## src/rtl/if_fetch_pkg.sv

```systemverilog
// Shared constants and helpers for the instruction-fetch stage.
// Holds the NOP encoding, the fetch FSM state encodings, the skid entry layout and the PC adder.
package if_fetch_pkg;

  localparam int PC_W = 16;

  localparam logic [PC_W-1:0] NOP_INS = 16'h0800;

  localparam logic [1:0] IF_IDLE = 2'd0;
  localparam logic [1:0] IF_REQ  = 2'd1;
  localparam logic [1:0] IF_DATA = 2'd2;
  localparam logic [1:0] IF_HOLD = 2'd3;

  typedef struct packed {
    logic [PC_W-1:0] ins;
    logic [PC_W-1:0] pc;
  } fetch_entry_t;

  // Plain modulo-2^16 add; overflow wraps silently.
  function automatic logic [PC_W-1:0] pc_add(input logic [PC_W-1:0] a,
                                             input logic [PC_W-1:0] b);
    return a + b;
  endfunction

endpackage

```

## src/rtl/if_skid_buf.sv

```systemverilog
// One-entry holding register for a fetch response that arrives while the stage is paused.
// Clear has priority over Load, so a redirect in the same cycle discards the response.
module if_skid_buf
  import if_fetch_pkg::*;
(
  input  logic            Clk,
  input  logic            Rst,
  input  logic            Load,
  input  logic            Clear,
  input  logic [PC_W-1:0] LoadIns,
  input  logic [PC_W-1:0] LoadPc,
  output logic            Valid,
  output logic [PC_W-1:0] Ins,
  output logic [PC_W-1:0] Pc
);

  fetch_entry_t entry;
  logic         valid_q;

  always_ff @(posedge Clk) begin
    if (Rst) begin
      valid_q   <= 1'b0;
      entry.ins <= NOP_INS;
      entry.pc  <= '0;
    end else if (Clear) begin
      valid_q   <= 1'b0;
    end else if (Load) begin
      valid_q   <= 1'b1;
      entry.ins <= LoadIns;
      entry.pc  <= LoadPc;
    end
  end

  assign Valid = valid_q;
  assign Ins   = entry.ins;
  assign Pc    = entry.pc;

endmodule

```

## src/rtl/if_fetch.sv

```systemverilog
// Instruction-fetch stage: owns the PC, fetches one word per accepted request,
// and presents instruction + next-PC to IF/ID, honouring Pause and branch redirects.
//
// Memory handshake: a request transfers on a cycle where InsReq=1 and InsGrant=1;
// InsReq may depend on Pause/BranchTaken this cycle and is never raised during reset,
// redirect or Pause. InsRdata for a transferred request is valid exactly one cycle later.
module if_fetch
  import if_fetch_pkg::*;
#(
  parameter logic [15:0] RESET_PC = 16'h0000,
  parameter logic [15:0] PC_INC   = 16'd1
) (
  input  logic        Clk,
  input  logic        Rst,
  input  logic        Pause,
  input  logic        BranchTaken,
  input  logic [15:0] BranchTarget,
  output logic        InsReq,
  output logic [15:0] InsAddr,
  input  logic        InsGrant,
  input  logic [15:0] InsRdata,
  output logic [15:0] PcAddr4,
  output logic [15:0] InsOut,
  output logic        InsValid,
  output logic        IfIdRst,
  output logic [1:0]  DbgState
);

  logic [1:0]  state;
  logic [15:0] pc;
  logic [15:0] resp_pc;
  logic [15:0] ins_out_q;
  logic [15:0] pc_addr4_q;
  logic        ins_valid_q;
  logic        if_id_rst_q;

  logic        accept;
  logic        skid_load;
  logic        skid_clear;
  logic        skid_valid;
  logic [15:0] skid_ins;
  logic [15:0] skid_pc;

  // Requests stop during Pause so at most one response can be in flight into the skid.
  assign InsReq = !Rst && !BranchTaken && !Pause &&
                  ((state == IF_REQ) || (state == IF_DATA));
  assign InsAddr = pc;
  assign accept  = InsReq && InsGrant;

  assign skid_load  = !BranchTaken && (state == IF_DATA) && Pause;
  assign skid_clear = BranchTaken || ((state == IF_HOLD) && !Pause);

  if_skid_buf u_skid (
    .Clk     (Clk),
    .Rst     (Rst),
    .Load    (skid_load),
    .Clear   (skid_clear),
    .LoadIns (InsRdata),
    .LoadPc  (resp_pc),
    .Valid   (skid_valid),
    .Ins     (skid_ins),
    .Pc      (skid_pc)
  );

  always_ff @(posedge Clk) begin
    if (Rst) begin
      state       <= IF_IDLE;
      pc          <= RESET_PC;
      resp_pc     <= '0;
      ins_out_q   <= NOP_INS;
      pc_addr4_q  <= '0;
      ins_valid_q <= 1'b0;
      if_id_rst_q <= 1'b0;
    end else begin
      if_id_rst_q <= BranchTaken;
      if (BranchTaken) begin
        // Redirect wins over Pause; the PC moves even while downstream is stalled.
        pc          <= BranchTarget;
        ins_out_q   <= NOP_INS;
        ins_valid_q <= 1'b0;
        state       <= IF_REQ;
      end else begin
        case (state)
          IF_IDLE: state <= IF_REQ;
          IF_REQ: begin
            if (!Pause) begin
              ins_out_q   <= NOP_INS;
              ins_valid_q <= 1'b0;
              if (accept) begin
                resp_pc <= pc;
                pc      <= pc_add(pc, PC_INC);
                state   <= IF_DATA;
              end
            end
          end
          IF_DATA: begin
            if (Pause) begin
              state <= IF_HOLD;
            end else begin
              ins_out_q   <= InsRdata;
              pc_addr4_q  <= pc_add(resp_pc, PC_INC);
              ins_valid_q <= 1'b1;
              if (accept) begin
                resp_pc <= pc;
                pc      <= pc_add(pc, PC_INC);
              end else begin
                state <= IF_REQ;
              end
            end
          end
          IF_HOLD: begin
            if (!Pause) begin
              ins_out_q   <= skid_ins;
              pc_addr4_q  <= pc_add(skid_pc, PC_INC);
              ins_valid_q <= skid_valid;
              state       <= IF_REQ;
            end
          end
          default: state <= IF_IDLE;
        endcase
      end
    end
  end

  assign InsOut   = ins_out_q;
  assign PcAddr4  = pc_addr4_q;
  assign InsValid = ins_valid_q;
  assign IfIdRst  = if_id_rst_q;
  assign DbgState = state;

endmodule

```

## config.mk

```make
export PLATFORM = sky130hd
export DESIGN_NAME = if_fetch
export DESIGN_NICKNAME = d
export VERILOG_FILES = /design/src/rtl/if_fetch_pkg.sv /design/src/rtl/if_skid_buf.sv /design/src/rtl/if_fetch.sv
export SDC_FILE = /design/constraint.sdc
export NUM_CORES = 1
export LEC_CHECK = 0
export CORE_MARGIN = 2
export CORE_UTILIZATION = 57
export CTS_CLUSTER_DIAMETER = 50
export DETAILED_ROUTE_END_ITERATION = 6
export PLACE_DENSITY = 0.84
export SYNTH_ARGS = -nofsm -noshare
export SYNTH_HDL_FRONTEND = slang
export SYNTH_HIERARCHICAL = 1
export SYNTH_SLANG_ARGS = --single-unit
export TNS_END_PERCENT = 30
```

## constraint.sdc

```tcl
create_clock -name Clk -period 4.6 [get_ports Clk]
set_input_delay 0.46 -clock Clk [delete_from_list [all_inputs] [get_ports Clk]]
set_output_delay 0.46 -clock Clk [all_outputs]
set_load 0.03 [all_outputs]
```

==> results of run 1 <==
area by class of cell:
class,instances,area share
timing repair buffer,96,0.1518
clock buffer,11,0.02287
inverter,6,0.003644
clock inverter,5,0.01053
tap,108,0.02186
sequential,101,0.3271
multi-input combinational,426,0.4621
sequential cells by signal (all words and copies together) (netlist names):
| register | cells |
|---|---|
| InsOut | 16 |
| u_skid/Valid | 1 |
| DbgState | 2 |
| u_skid/Pc | 16 |
| u_skid/Ins | 16 |
| InsValid | 1 |
| IfIdRst | 1 |
| PcAddr4 | 16 |
| InsAddr | 16 |
| resp_pc | 16 |
worst min-delay path, stage by stage, from the launching register on:
cell and delay, ns:
sky130_fd_sc_hd__dfxtp_1 0.32, sky130_fd_sc_hd__nand2_1 0.05, sky130_fd_sc_hd__a21oi_1 0.05
worst paths after layout:
| path | start | to | cells past startpoint |
|---|---|---|---|
| worst max-delay path | DbgState[0] | InsOut[15] | 7 |
| worst min-delay path | PcAddr4[14] | PcAddr4[14] | 2 |
| worst max register to register | DbgState[0] | InsOut[15] | 7 |
| worst min register to register | PcAddr4[14] | PcAddr4[14] | 2 |
per-stage QoR:
| stage | power, W | cells | instance area, sq um | util | hold slack (ns) |
|---|---|---|---|---|---|
| floorplan | 0.001051 | 578 | 5112 | - | 0.4425 |
| global placement | 0.001134 | 737 | 5974 | 0.6851 | 0.4391 |
| detailed placement | 0.001139 | 737 | 5974 | 0.6851 | 0.4467 |
| CTS | 0.001713 | 753 | 6181 | 0.7088 | 0.4590 |
| global route | 0.001772 | 753 | 6181 | 0.7088 | 0.4663 |
| finish | 0.001709 | 753 | 6181 | 0.7088 | 0.4633 |
placed cells by master, fill, tap and decap left out, types with 7 or more instances in the layout:
cell type,count
sky130_fd_sc_hd__a211oi_1,28
sky130_fd_sc_hd__a21oi_1,35
sky130_fd_sc_hd__a22oi_1,18
sky130_fd_sc_hd__buf_4,7
sky130_fd_sc_hd__clkbuf_8,10
sky130_fd_sc_hd__clkdlybuf4s50_1,88
sky130_fd_sc_hd__dfxtp_1,101
sky130_fd_sc_hd__mux2_2,7
sky130_fd_sc_hd__mux2i_1,16
sky130_fd_sc_hd__nand2_1,70
sky130_fd_sc_hd__nand2b_1,31
sky130_fd_sc_hd__nand3_1,14
sky130_fd_sc_hd__nand3b_1,8
sky130_fd_sc_hd__nand4_1,13
sky130_fd_sc_hd__nand4bb_1,31
sky130_fd_sc_hd__nor2_1,42
sky130_fd_sc_hd__o21ai_0,9
sky130_fd_sc_hd__o21ai_2,30
sky130_fd_sc_hd__xnor2_1,15
per-layer routing:
metal | global-route usage | share of wire
met5 | 0 | 0
met4 | 0.09378 | 0.022
met3 | 0.04823 | 0.054
met2 | 0.4029 | 0.47
met1 | 0.3484 | 0.46
cell families after synthesis:
family / Yosys count
DFF: 101
xor gates and xnor gates: 21
AOI/OAI and AO/OA: 135
adders and majority gates: 6
buffers and inverters: 51
muxes: 24
and+or+nand+nor: 240
where the power goes:
group / leakage [nW] / switching (W) / internal, W
clock network: 0.105 / 0.000315 / 0.000274
registers: 0.819 / 0.0000201 / 0.000892
logic: 1.12 / 0.000111 / 0.0000973
total: 2.04 / 0.000446 / 0.00126
==> impl_metrics.yaml, run 1 <==
clocking:
  ctsHtreeMaxLevel: 3
  maximum_clock_insertion_buffer_count: 2
  buffer_count_from_post_cts_setup_fixing: 0
  root_buffer: "sky130_fd_sc_hd__clkbuf_8"
  tritoncts_clock_tree: "done"
  ctsHoldBuffers: 0
  clk_pin_slew_worst_paths_ns: 0.10
  insertion_delay_ns: 0.37
  cts-resized-gates: 0
  tritoncts_buffers: 9
  cts.sinks: 101
routing:
  drt_first_iter_violations: 257
  wirelength_um: 12330
  routedWlPerCell_um: 16.37
  drt_drc_violations_left: 0
  vias: 4448
  detail_route.first_pass.iterations: 5
  ant_nets: 0
  vias_per_cell: 5.907
synth:
  ys_ff_latch: 101
  synthDominantAreaCellType: "sky130_fd_sc_hd__dfxtp_1"
  synth.cell_area_sq_mm: 0.005112
  synth_mux_area_frac: 0.04895
  synth_simple_gate_area_share: 0.2751
  netlist.area_leader.share: 0.3955
  syn-mean-instance-area_sq_um: 8.845
  yosysWarnings: 6
  synth_top_flop_cell: "sky130_fd_sc_hd__dfxtp_1"
  post_synth_fa_ha_maj_area_fraction: 0.01468
  synthTopCellsByCount: "sky130_fd_sc_hd__dfxtp_1 (101), sky130_fd_sc_hd__nand2_1 (70), sky130_fd_sc_hd__nor2_1 (42)"
  synth-xor-area-share: 0.03598
  synth_top_family_by_area: "simple AND/OR/NAND/NOR gates"
  ys_async_sr_fraction: 0
  synthMostInstantiatedCell: "sky130_fd_sc_hd__dfxtp_1"
  syn-num-nets: 621
  synth_compound_gate_area_share: 0.1828
  yosysSeqAreaShare: 0.3955
  netlist_top_cells_area: "sky130_fd_sc_hd__dfxtp_1 (40%), sky130_fd_sc_hd__nand4bb_1 (6.8%), sky130_fd_sc_hd__nand2_1 (5.1%), sky130_fd_sc_hd__o21ai_2 (5.1%), sky130_fd_sc_hd__a211oi_1 (4.1%)"
  synth_edf_count: 0
  synthCells: 578
  yosys.cell_types.count: 52
floorplan:
  dieWidth_um: 98.71
  fp-row-count: 34
  design.core.area_sq_mm: 0.008721
  chipHeight_um: 98.71
  io_pins: 90
  initial_core_util: 0.5862
  die_area_sq_mm: 0.009743
pwr:
  pwr_density_cell_mw_per_mm2: 276.5
  cellLeakagePower_nw: 2.040
  peakVddDrop_v: 0.0002148
global_routing:
  grt_max_degree: 119
  track_usage: 0.2546
  grt_antenna_before_repair: 0
  grt_pass1_wl_um: 20430
  gr-total-overflow: 0
  first_global_vias: 4167
run:
  cap_violations: 0
setup_path:
  timing.critical_path.fanout_max: 30
  cp_capture_type: "flip-flop"
  rrSetupSlack_ns: 1.56
  critical_path_buf_inv_count: 2
  critical_path.top_delay_family: "compound AO/OA/AOI/OAI gates"
  criticalPathCategory: "reg -> reg"
  cp_data_required_time_ns: 4.87
  critPathArrivalTime_ns: 3.32
  crit_path_max_incr_delay_ns: 0.94
  path_cells: "inv_1 > ha_1 > or3_1 > a21oi_2 > buf_4 > nor2_1 > a211oi_1"
  cp-start-kind: "flip-flop"
  critical_path.slowest_cell: "sky130_fd_sc_hd__a21oi_2"
final_layout:
  sequential_cell_area_sq_mm: 0.002022
  multi_input_area_sq_mm: 0.002856
  post_route_cells_drive_above_1_share: 0.1085
  synthToLayoutAreaGrowth_pct: 20.90
  antennaDiodeCount: 0
  num-fill-cells: 665
  design.final.nets: 683
timing:
  final_hold_vios: 0
  worst_slack_ns: 1.555
  finalClockSkew_ns: 0.01750
  final_report_max_slew_violation_count: 0
  share_of_the_clock_period_used_by_the_worst_path_after_layout: 0.6619
  worst-slew-pin-transition_ns: 1.266
  setup_repair_after_global_routing_missed_its_margin: "no"
  minimum_clock_period_ns: 3.045
  max_freq_mhz: 328.4
  setup_violations: 0
  slew_headroom: 0.1560
  timing.setup.tns_ns: 0
place:
  detailedPlace.worstSlack_ns: 1.582
  dp.final_hpwl_um: 8205
  placement.io_buffers: 89
  placer_congestion_estimate: 0.9142
min_path:
  worst_hold_class: "reg -> reg"
status:
  run_status: "finished, final reports clean"
Note: power is estimated with default switching activity, not from simulation.
==> run 2, diff against run 1 <==
CORE_UTILIZATION = 53   (was 57)
PLACE_DENSITY = 0.79   (was 0.84)
clock period = 2.9 ns   (was 4.6 ns; I/O delays follow)
==> run 2 against run 1 <==
Net effect: register-to-register slack worse by 1.1 ns; via count is 1.1% higher; critical path depth stayed put; highest routed layer unchanged; clock skew is 0.0072 ns lower; clock power is 64% higher; worst hold slack worse by 0.21 ns; non-clock buffer count is 10 higher; flip-flop and latch count stayed put; final cell count is 4.1% higher; clock-buffer cell count is 2 lower; largest power group unchanged; combinational power is 61% higher; maximum frequency is 22% higher.
==> impl_metrics.yaml, run 2 (synthesis results as in run 1) <==
status:
  run_status: "finished, final reports clean"
timing:
  slew_headroom: 0.4087
  max_freq_mhz: 401.1
  worst_slack_ns: 0.4067
  share_of_the_clock_period_used_by_the_worst_path_after_layout: 0.8598
  setup_violations: 0
  timing.setup.tns_ns: 0
  finalClockSkew_ns: 0.01034
  setup_repair_after_global_routing_missed_its_margin: "no"
  final_hold_vios: 0
  minimum_clock_period_ns: 2.493
  final_report_max_slew_violation_count: 0
  worst-slew-pin-transition_ns: 0.8869
global_routing:
  grt_pass1_wl_um: 21020
  gr-total-overflow: 0
  first_global_vias: 4295
  grt_antenna_before_repair: 0
  track_usage: 0.2527
  grt_max_degree: 105
routing:
  vias_per_cell: 5.739
  routedWlPerCell_um: 16.29
  ant_nets: 0
  drt_first_iter_violations: 221
  detail_route.first_pass.iterations: 5
  drt_drc_violations_left: 0
  vias: 4499
  wirelength_um: 12770
clocking:
  tritoncts_clock_tree: "done"
  clk_pin_slew_worst_paths_ns: 0.10
  ctsHoldBuffers: 0
  cts.sinks: 101
  root_buffer: "sky130_fd_sc_hd__clkbuf_8"
  tritoncts_buffers: 9
  ctsHtreeMaxLevel: 3
  maximum_clock_insertion_buffer_count: 2
  cts-resized-gates: 0
  insertion_delay_ns: 0.38
  buffer_count_from_post_cts_setup_fixing: 0
final_layout:
  synthToLayoutAreaGrowth_pct: 23.27
  multi_input_area_sq_mm: 0.002856
  design.final.nets: 693
  num-fill-cells: 776
  post_route_cells_drive_above_1_share: 0.1267
  sequential_cell_area_sq_mm: 0.002024
  layout.cell_area.non_filler_sq_mm: 0.006302
  antennaDiodeCount: 0
  layout.cells.most_common: "sky130_fd_sc_hd__dfxtp_1"
  final_cell_mix: "sky130_fd_sc_hd__dfxtp_1 (99), sky130_fd_sc_hd__clkdlybuf4s50_1 (88), sky130_fd_sc_hd__nand2_1 (70)"
  fin_cells: 784
place:
  post-place-cells: 768
  dp.final_hpwl_um: 8585
  detailedPlace.worstSlack_ns: 0.4635
  placer_congestion_estimate: 0.8916
  placement.io_buffers: 89
  post_dp_cell_area_sq_mm: 0.006091
setup_path:
  crit_path_max_incr_delay_ns: 0.58
  cp_capture_type: "flip-flop"
  path_cells: "ha_2 > buf_4 > mux2_2 > a21boi_0 > nand4_1 > xnor2_1 > a211oi_1"
  cp_data_required_time_ns: 3.19
  timing.critical_path.fanout_max: 16
  critical_path.top_delay_family: "compound AO/OA/AOI/OAI gates"
  cp-start-kind: "flip-flop"
  critical_path_buf_inv_count: 1
  critPathArrivalTime_ns: 2.79
  criticalPathCategory: "reg -> reg"
  critical_path.slowest_cell: "sky130_fd_sc_hd__a21boi_0"
floorplan:
  fp-row-count: 35
  chipHeight_um: 102.2
  io_pins: 90
  dieWidth_um: 102.2
  initial_core_util: 0.5507
  die_area_sq_mm: 0.01045
  design.core.area_sq_mm: 0.009284
pwr:
  cellLeakagePower_nw: 2.097
  peakVddDrop_v: 0.0002455
  pwr_density_cell_mw_per_mm2: 436.2
min_path:
  worst_hold_class: "in -> reg"
run:
  cap_violations: 0
run 2: worst paths after layout:
kind               startpoint           to  slack, ns  cells past startpoint
hold reg to reg    PcAddr4[1]   PcAddr4[1]       0.46                      2
setup reg to reg  DbgState[0]  PcAddr4[15]       0.41                      7
hold / removal            Rst   InsAddr[0]       0.25                      2
setup / recovery  DbgState[0]  PcAddr4[15]       0.41                      7
run 2: worst register-to-register path, cell delays in order, from the launching register on:
cell,delay [ns]
sky130_fd_sc_hd__dfxtp_2,0.38
sky130_fd_sc_hd__ha_2,0.42
sky130_fd_sc_hd__buf_4,0.25
sky130_fd_sc_hd__mux2_2,0.20
sky130_fd_sc_hd__a21boi_0,0.58
sky130_fd_sc_hd__nand4_1,0.21
sky130_fd_sc_hd__xnor2_1,0.16
sky130_fd_sc_hd__a211oi_1,0.21
run 2: layout make-up:
class	count	area share
multi-input cells	426	0.4532
repair buffers	106	0.1628
clock inverters	7	0.01390
flip-flops and latches	101	0.3212
inverters	6	0.003574
well taps	129	0.02561
clock buffers	9	0.01965
run 2: layer usage:
| metal | share of wire | global-route usage |
|---|---|---|
| met1 | 0.46 | 0.3447 |
| met2 | 0.47 | 0.4104 |
| met3 | 0.047 | 0.03625 |
| met4 | 0.021 | 0.09026 |
| met5 | 0 | 0 |
run 2: power breakdown:
group | switching [W] | internal, W
clock | 0.000547 | 0.000421
sequential | 0.0000322 | 0.00142
combinational | 0.000177 | 0.000157
total | 0.000756 | 0.00199
run 2: through the flow:
stage                     power, W    util  hold WS (ns)
after floorplan           0.001667       -        0.3986
after global placement    0.001804  0.6561        0.4418
after detailed placement  0.001811  0.6561        0.4478
after CTS                 0.002751  0.6788        0.2513
after global routing      0.002841  0.6788        0.2747
final                     0.002749  0.6788        0.2543
